$ cat src/rtl/cfg_counter.sv
// Configurable prescaled counter: up-wrap, down-wrap, up-saturate and up/down bounce modes.
// Optional compare unit is built only when CFG_COUNTER_CMP_EN is defined.
module cfg_counter #(
  parameter int WIDTH   = 8,
  parameter int PRESC_W = 4
) (
  input  logic               clk,
  input  logic               rst_n,
  input  logic               en,
  input  logic [1:0]         mode,
  input  logic [PRESC_W-1:0] prescale,
  input  logic [WIDTH-1:0]   top,
  input  logic               load,
  input  logic [WIDTH-1:0]   load_val,
  input  logic [WIDTH-1:0]   cmp_val,
  output logic [WIDTH-1:0]   count,
  output logic               dir,
  output logic               tc,
  output logic               cmp_match
);

  typedef enum logic [1:0] {
    MODE_UP_WRAP   = 2'b00,
    MODE_DOWN_WRAP = 2'b01,
    MODE_UP_SAT    = 2'b10,
    MODE_BOUNCE    = 2'b11
  } mode_e;

  logic [PRESC_W-1:0] pcnt_reg, pcnt_next;
  logic [WIDTH-1:0]   count_reg, count_next;
  logic               dir_reg, dir_next;
  logic               tc_reg, tc_next;
  logic               tick;
  logic [WIDTH-1:0]   count_inc, count_dec;

  always_comb begin
    tick       = en && (pcnt_reg == prescale);
    count_inc  = count_reg + WIDTH'(1);
    count_dec  = count_reg - WIDTH'(1);
    pcnt_next  = pcnt_reg;
    count_next = count_reg;
    // direction is only meaningful in bounce mode; every other mode parks it at 0
    dir_next   = (mode_e'(mode) == MODE_BOUNCE) ? dir_reg : 1'b0;
    tc_next    = 1'b0;

    if (load) begin
      count_next = load_val;
      pcnt_next  = '0;
      dir_next   = 1'b0;
    end else begin
      if (en)
        pcnt_next = tick ? '0 : pcnt_reg + PRESC_W'(1);
      if (tick) begin
        unique case (mode_e'(mode))
          MODE_UP_WRAP: begin
            if (count_reg >= top) begin
              count_next = '0;
              tc_next    = 1'b1;
            end else begin
              count_next = count_inc;
            end
          end
          MODE_DOWN_WRAP: begin
            if (count_reg == '0 || count_reg > top) begin
              count_next = top;
              tc_next    = (count_reg == '0);
            end else begin
              count_next = count_dec;
            end
          end
          MODE_UP_SAT: begin
            if (count_reg < top) begin
              count_next = count_inc;
              tc_next    = (count_inc == top);
            end else begin
              count_next = top;
            end
          end
          MODE_BOUNCE: begin
            // a zero ceiling leaves nowhere to bounce: pin at 0, counting up
            if (top == '0) begin
              count_next = '0;
              dir_next   = 1'b0;
            end else if (!dir_reg) begin
              if (count_reg > top) begin
                count_next = top;
                dir_next   = 1'b1;
              end else begin
                count_next = count_inc;
                dir_next   = (count_inc >= top);
              end
            end else begin
              count_next = count_dec;
              if (count_dec == '0) begin
                dir_next = 1'b0;
                tc_next  = 1'b1;
              end
            end
          end
          default: count_next = count_reg;
        endcase
      end
    end
  end

  always_ff @(posedge clk or negedge rst_n) begin
    if (!rst_n) begin
      pcnt_reg  <= '0;
      count_reg <= '0;
      dir_reg   <= 1'b0;
      tc_reg    <= 1'b0;
    end else begin
      pcnt_reg  <= pcnt_next;
      count_reg <= count_next;
      dir_reg   <= dir_next;
      tc_reg    <= tc_next;
    end
  end

  assign count = count_reg;
  assign dir   = dir_reg;
  assign tc    = tc_reg;

`ifdef CFG_COUNTER_CMP_EN
  logic cmp_reg;

  // compare against the value being loaded into count so the flag lines up with it
  always_ff @(posedge clk or negedge rst_n) begin
    if (!rst_n)
      cmp_reg <= 1'b0;
    else
      cmp_reg <= (count_next == cmp_val);
  end

  assign cmp_match = cmp_reg;
`else
  logic unused_cmp;

  assign unused_cmp = ^cmp_val;
  assign cmp_match  = 1'b0;
`endif

endmodule

$ cat config.mk
export PLATFORM = sky130hd
export DESIGN_NAME = cfg_counter
export DESIGN_NICKNAME = d
export VERILOG_FILES = /design/src/rtl/cfg_counter.sv
export SDC_FILE = /design/constraint.sdc
export NUM_CORES = 1
export LEC_CHECK = 0
export BUFFER_PORTS_ARGS = -buffer_cell sky130_fd_sc_hd__buf_2
export CORE_ASPECT_RATIO = 1.4
export CORE_MARGIN = 4
export CORE_UTILIZATION = 55
export CTS_CLUSTER_SIZE = 40
export DETAILED_ROUTE_END_ITERATION = 16
export PLACE_DENSITY = 0.82
export REMOVE_ABC_BUFFERS = 1
export SYNTH_ARGS = -nofsm -noshare
export SYNTH_HDL_FRONTEND = slang
export SYNTH_SLANG_ARGS = --single-unit
$ cat constraint.sdc
create_clock -name clk -period 4.18 [get_ports clk]
set_input_delay 0.418 -clock clk [delete_from_list [all_inputs] [get_ports clk]]
set_output_delay 0.418 -clock clk [all_outputs]
set_load 0.03 [all_outputs]
==> run_results.csv, run 1 <==
group,metric,value,unit
power_and_ir_drop,pwr-share-clk,0.207,
timing,grt_setup_unrepaired,"false",
grt,grt_antenna_before_repair,0,
die,dieWidth,57.6,microns
timing,setup_viol,0,
timing,timing.slew.headroom,0.482,
logic_synthesis,ys_types,57,
detailed_routing,routed-via-count,2044,
clock_network,cts_hold_buf,0,
grt,grt_pass1_wl,9000,microns
detailed_routing,routed_wl,5640,microns
power_and_ir_drop,p_sw_frac,0.444,
detailed_routing,drt_first_iter_violations,103,
cells_and_area,largest_reg_flops,8,
timing,skew,0.00155,ns
clock_network,cts_resized,0,
timing,fin_crit,3.17,ns
cells_and_area,final_layout_size_suffix_gt1_frac,0.194,
min_path,hp-class,"input port to async pin",
logic_synthesis,synth_edf_count,0,
logic_synthesis,syn-instance-count,234,
detailed_routing,drt-pass1-iter-count,5,
logic_synthesis,synth_area,1890,sq um
power_and_ir_drop,p_comb_frac,0.502,
grt,first_global_vias,1928,
clock_network,clkSinkCount,14,
die,die_h,77.4,microns
detailed_routing,drtAntennaViolNets,0,
run_status,status,"finished clean",
timing,tightest_slew,0.771,ns
die,core_area,3350,sq um
cells_and_area,num-nets-final,319,
cells_and_area,antenna_cells,0,
die,initial_core_util,0.566,
logic_synthesis,yosysWarnings,0,
grt,grt_start_max_net_pins,18,
logic_synthesis,syn_area_per_cell,8.10,sq um
power_and_ir_drop,seqPwrFrac,0.291,
timing,max_freq,0.316,GHz
die,placementRows,25,
clock_network,ctsLongestPathBuffers,2,
clock_network,numCtsBuffers,3,
logic_synthesis,yosysSeqAreaShare,0.185,
power_and_ir_drop,finalPower,651,uW
timing,whs,0.0489,ns
timing,finalSetupTns,0,ns
placement,gp_congestion,0.975,
clock_network,cts_tree,"yes",
power_and_ir_drop,max-vdd-ir-drop,0.168,mV
setup_path,path_max_fanout,12,
setup_path,cp.arrival,3.29,ns
placement,port_buffers,35,
die,ioPinCount,45,
timing,report.final.hold_viol_count,0,
setup_path,start_kind,"register",
detailed_routing,via_per_inst,6.75,
clock_network,clk_pin_slew,0.06,ns
grt,grt_overflow,0,
cells_and_area,layout_commonest_cell,"buf_2",
setup_path,cp.required,4.30,ns
detailed_routing,route.detailed.drc,0,
clock_network,cts_root_buf,"clkbuf_8",
timing,min_period_over_period,0.757,
setup_path,critical_path_class,"register to register",
logic_synthesis,postSynth.asyncResetShare,1.00,
setup_path,cp-end-kind,"register",
cells_and_area,area_delta_synth_final,12.0,%
power_and_ir_drop,total_leakage_power,0.958,nW
cells_and_area,fin_util,0.634,
detailed_routing,avgRoutedWirePerCell,18.6,microns
power_and_ir_drop,p_int,362,uW
clock_network,clkLatencyLatePin,0.25,ns
clock_network,cts_max_level,1,
clock_network,cts_setup_buffers,0,
cells_and_area,layout_common_cells,"buf_2, a21oi_1, ha_1",
die,dieArea,4460,sq um
power_and_ir_drop,p_switching,289,uW
placement,dpl.hpwl,4360,microns
logic_synthesis,synthFlopType,"dfrtp_1",
grt,grtUsageTotal,0.251,
flow_run,maxCapViolations,0,
power_and_ir_drop,p_per_area,307,nW/um^2
timing,slew_viol_final,0,
logic_synthesis,synth-seq-cells,14,
## critical path, cell delays in order, from the launching register on
cell      delay [ns]
dfrtp_1         0.61
inv_1           0.19
ha_1            0.33
nand4_1         0.16
nor2_1          0.26
a211oi_2        0.11
nor3_2          0.51
buf_4           0.24
mux2_2          0.33
a21oi_1         0.17
o221ai_1        0.11
## per-stage QoR
step	cell area [sq um]	cells	setup WS (ns)
final	2120	303	1.01
after global routing	2120	303	0.877
after CTS	2120	303	1.07
after detailed placement	2070	299	1.08
after global placement	2070	299	1.11
after floorplan	1830	223	1.32
## layout make-up
class                   count  area (sq um)
flip-flops and latches     14           350
repair buffers             36           183
inverters                  19          71.3
clock buffers               4          55.1
well taps                  40          50.0
fillers                   311          1230
multi-input cells         190          1410
## cells by family after synthesis
group	after synthesis	share of synthesized area
DFF	14	0.185
xor gates and xnor gates	18	0.0832
and+or+nand+nor	65	0.202
muxes	4	0.0218
AOI/OAI and AO/OA	81	0.297
adders and majority gates	21	0.139
other	1	0.00198
buffers and inverters	30	0.0700
## worst paths after layout
| check | start | to | slack, ns | depth (start not counted) |
|---|---|---|---|---|
| setup / recovery | count[0] | count[4] | 1.01 | 10 |
| hold / removal | rst_n | count[0] | 0.05 | 1 |
| setup reg to reg | count[0] | count[4] | 1.01 | 10 |
| hold reg to reg | pcnt_reg[3] | pcnt_reg[3] | 0.58 | 2 |
| max in group asynchronous | rst_n | tc | 3.89 | 1 |
| min in group clk | load_val[0] | count[0] | 0.49 | 3 |
## per-layer routing
metal,GRT usage,part of all wire,vias up
li1,-,-,959
met1,0.303,0.39,950
met2,0.428,0.51,113
met3,0.0283,0.075,22
met4,0.128,0.035,0
met5,0,0,-
## Yosys cell counts, drive strengths merged (5+ instances only)
library cell / number / area (sq um)
o21ai: 11 / 55.1
nand3: 9 / 45.0
xnor2: 12 / 105
nand2: 8 / 30.0
ha: 21 / 263
xor2: 6 / 52.6
a21oi: 22 / 110
and3: 7 / 46.3
clkbuf: 7 / 26.3
dfrtp: 14 / 350
nor2: 9 / 41.3
nor3: 11 / 60.1
inv: 18 / 67.6
a221oi: 5 / 43.8
## power groups by stage
| stage | sequential (mW) | clock [mW] | combinational, mW |
|---|---|---|---|
| after CTS | 0.188 | 0.134 | 0.322 |
| after global placement | 0.189 | 0 | 0.316 |
| after global routing | 0.191 | 0.141 | 0.359 |
| after floorplan | 0.200 | 0 | 0.208 |
| after detailed placement | 0.189 | 0 | 0.321 |
| final | 0.189 | 0.135 | 0.327 |
No activity file was read; power rests on OpenSTA's default activity.
==> inputs of run 2 (changes only) <==
--- a/config.mk
+++ b/config.mk
@@ -5,13 +5,14 @@
 export SDC_FILE = /design/constraint.sdc
 export NUM_CORES = 1
 export LEC_CHECK = 0
+export ABC_AREA = 1
 export BUFFER_PORTS_ARGS = -buffer_cell sky130_fd_sc_hd__buf_2
 export CORE_ASPECT_RATIO = 1.4
 export CORE_MARGIN = 4
-export CORE_UTILIZATION = 55
+export CORE_UTILIZATION = 51
 export CTS_CLUSTER_SIZE = 40
 export DETAILED_ROUTE_END_ITERATION = 16
-export PLACE_DENSITY = 0.82
+export PLACE_DENSITY = 0.78
 export REMOVE_ABC_BUFFERS = 1
 export SYNTH_ARGS = -nofsm -noshare
 export SYNTH_HDL_FRONTEND = slang
==> constraint.sdc (replaced) <==
create_clock -name clk -period 2.6 [get_ports clk]
set_input_delay 0.26 -clock clk [delete_from_list [all_inputs] [get_ports clk]]
set_output_delay 0.26 -clock clk [all_outputs]
set_load 0.03 [all_outputs]
==> run 2 against run 1 <==
Compared with the run above: clock-buffer cell count unchanged; global-route usage down 2.3 points; cell area rose by 21%; wire length increased by 11%; sequential share of layout area shrank 2.8 points; non-clock buffer count increased by 6; hold slack better by 0.26 ns; total power rose by 130%; combinational power increased to 2.9 times the previous value; register-to-register slack worse by 0.65 ns; clock power is 56% higher.
==> run_results.csv, run 2 <==
group,metric,value,unit
power_and_ir_drop,p_comb_frac,0.637,
logic_synthesis,synth_top_area_frac,0.163,
clock_network,ctsLongestPathBuffers,2,
timing,grt_setup_unrepaired,"false",
power_and_ir_drop,p_switching,750,uW
logic_synthesis,synth_edf_count,0,
timing,min_period_over_period,0.860,
cells_and_area,final_cells,460,
run_status,status,"finished clean",
setup_path,cp.required,2.76,ns
detailed_routing,route.detailed.drc,0,
die,dieArea,5680,sq um
timing,setup_viol,0,
cells_and_area,num-nets-final,456,
setup_path,slowest_stage,"dfrtp_1",
setup_path,cp-end-kind,"register",
placement,post-place-ws,0.244,ns
die,placementRows,28,
cells_and_area,fillers,460,
power_and_ir_drop,seqPwrFrac,0.219,
cells_and_area,area_delta_synth_final,11.4,%
logic_synthesis,synthTopCellsByCount,"nand2_1, nor2_1, nand3_1, inv_1, ha_1",
grt,grt_antenna_before_repair,0,
placement,dpl.hpwl,5000,microns
clock_network,numCtsBuffers,3,
timing,skew,0.00219,ns
timing,finalSetupTns,0,ns
logic_synthesis,synth-seq-cells,14,
flow_run,maxCapViolations,0,
die,die_h,87.6,microns
clock_network,cts_setup_buffers,0,
setup_path,critical_path_class,"register to register",
logic_synthesis,synthFlopType,"dfrtp_1",
clock_network,clkLatencyLatePin,0.24,ns
setup_path,path_buf_inv,1,
logic_synthesis,yosysWarnings,0,
grt,first_global_vias,2234,
placement,dp_cells,455,
cells_and_area,largest_reg_flops,8,
cells_and_area,regArea,354,sq um
clock_network,cts_max_level,1,
logic_synthesis,postSynth.asyncResetShare,1.00,
cells_and_area,layout_commonest_cell,"nand2_1",
die,core_area,4310,sq um
power_and_ir_drop,p_sw_frac,0.511,
power_and_ir_drop,p_int,717,uW
power_and_ir_drop,total_leakage_power,1.39,nW
grt,grtUsageTotal,0.228,
logic_synthesis,yosysMostFrequentCell,"nand2_1",
timing,timing.slew.headroom,0.553,
setup_path,cp.arrival,2.39,ns
clock_network,cts_tree,"yes",
cells_and_area,final_layout_size_suffix_gt1_frac,0.180,
placement,gp_congestion,0.864,
clock_network,cts_root_buf,"clkbuf_8",
detailed_routing,routed_wl,6250,microns
grt,grt_overflow,0,
cells_and_area,layout_common_cells,"nand2_1, nor2_1, nand3_1",
clock_network,clk_pin_slew,0.06,ns
setup_path,crit_top_cell,"nand2_1",
logic_synthesis,ys_types,35,
power_and_ir_drop,p_per_area,570,nW/um^2
logic_synthesis,yosysSeqAreaShare,0.152,
cells_and_area,multi_input_area,1690,sq um
setup_path,crit_path_cell_trace,"ha_2 > nand4_1 > nor2_1 > nand2_1 > nand2_1 > inv_1 > ha_1 > nand2_1 > nor2_1 > nand3_1 > nand3b_1 > a31oi_1",
logic_synthesis,synth_area_leader_cell,"nand2_1",
logic_synthesis,syn_area_per_cell,6.32,sq um
setup_path,critical-path-max-stage-delay,0.44,ns
detailed_routing,via_per_inst,5.34,
detailed_routing,drt-pass1-iter-count,5,
detailed_routing,drt_first_iter_violations,163,
timing,fin_crit,2.24,ns
setup_path,cp_top_family,"simple AND/OR/NAND/NOR gates",
detailed_routing,drtAntennaViolNets,0,
logic_synthesis,synth_area,2310,sq um
detailed_routing,routed-via-count,2456,
logic_synthesis,synthTopCellsByArea,"nand2_1, dfrtp_1, ha_1, nand3_1, nor2_1",
die,initial_core_util,0.536,
clock_network,clkSinkCount,14,
timing,report.final.hold_viol_count,0,
grt,grt_start_max_net_pins,27,
power_and_ir_drop,pwr-share-clk,0.144,
min_path,hp-class,"input port to register",
placement,port_buffers,35,
timing,max_freq,0.447,GHz
die,dieWidth,64.9,microns
timing,slew_viol_final,0,
die,ioPinCount,45,
timing,tightest_slew,0.668,ns
power_and_ir_drop,max-vdd-ir-drop,0.437,mV
timing,timing.final.ws_setup,0.363,ns
setup_path,start_kind,"register",
detailed_routing,avgRoutedWirePerCell,13.6,microns
grt,grt_pass1_wl,10300,microns
setup_path,path_max_fanout,6,
logic_synthesis,syn-instance-count,365,
cells_and_area,antenna_cells,0,
## run 2: cell count changes in the layout (fill, tap and decap cells not counted), moves of 5 or more
cell / change
a21oi_1: -15
a221oi_1: -5
and3_1: -5
buf_4: +5
inv_1: +20
inv_2: +5
nand2_1: +92
nand3_1: +33
nand4_1: +14
nor2_1: +45
nor3_1: -8
o21ai_0: -5
xnor2_1: -9
## run 2: logic make-up (layout without fill, tap and decap cells)
group / after synthesis / count (layout) / share of synthesized area
AND/OR/NAND/NOR: 238 / 238 / 0.510
buffers and inverters: 56 / 91 / 0.118
AO/OA/AOI/OAI: 26 / 26 / 0.0710
adder cells (fa/ha/maj): 21 / 21 / 0.114
flip-flops: 14 / 14 / 0.152
XOR/XNOR: 9 / 9 / 0.0341
other: 1 / 1 / 0.00162
## run 2: worst paths after layout
kind	from	end	slack (ns)	cells past startpoint
worst max-delay path	count[0]	tc	0.36	12
worst min-delay path	en	pcnt_reg[0]	0.31	3
worst max register to register	count[0]	tc	0.36	12
worst min register to register	pcnt_reg[1]	pcnt_reg[1]	0.59	1
max in group asynchronous	rst_n	count[1]	1.89	2
min in group asynchronous	rst_n	count[6]	0.45	2
## run 2: power groups by stage
| stage | Sequential, mW | Clock, mW | Combinational (mW) |
|---|---|---|---|
| detailed placement | 0.323 | 0 | 0.926 |
| floorplan | 0.367 | 0 | 0.632 |
| global route | 0.331 | 0.223 | 1.05 |
| finish | 0.322 | 0.211 | 0.935 |
| global placement | 0.320 | 0 | 0.904 |
| CTS | 0.319 | 0.218 | 0.932 |
## run 2: repair_timing
action | 4_1_cts | 5_1_grt
hold buffers | 1 | 0
setup endpoints to repair | 0 | 2
resized for setup | 0 | 4
endpoints found under the hold margin | 14 | 0
## run 2: per-layer routing
layer,GRT usage,part of all wire,up-vias
met2,0.438,0.51,82
met5,0,0,-
met3,0.00770,0.048,15
met4,0.0615,0.022,0
met1,0.276,0.42,1094
li1,-,-,1265
## run 2: worst reg2reg max path, delay by kind of cell (launching register included)
family / cells / cell delay, ns
compound gates: 1 / 0.23
fa+ha+maj: 2 / 0.54
buf+inv: 1 / 0.08
flops: 1 / 0.44
simple gates: 8 / 0.85
## run 2: cell type report
type | instances | area share
multi-input cells | 295 | 0.657
flip-flops and latches | 14 | 0.138
repair buffers | 42 | 0.0895
inverters | 45 | 0.0657
well taps | 60 | 0.0292
clock buffers | 4 | 0.0214
## run 2: through the flow
stage / instance area [sq um] / hold WS (ns) / total power [mW] / utilization
global placement: 2500 / 0.173 / 1.22 / 0.580
finish: 2570 / 0.310 / 1.47 / 0.597
floorplan: 2210 / -0.0356 / 0.999 / -
detailed placement: 2500 / 0.176 / 1.25 / 0.580
global route: 2570 / 0.333 / 1.61 / 0.597
CTS: 2570 / 0.316 / 1.47 / 0.596
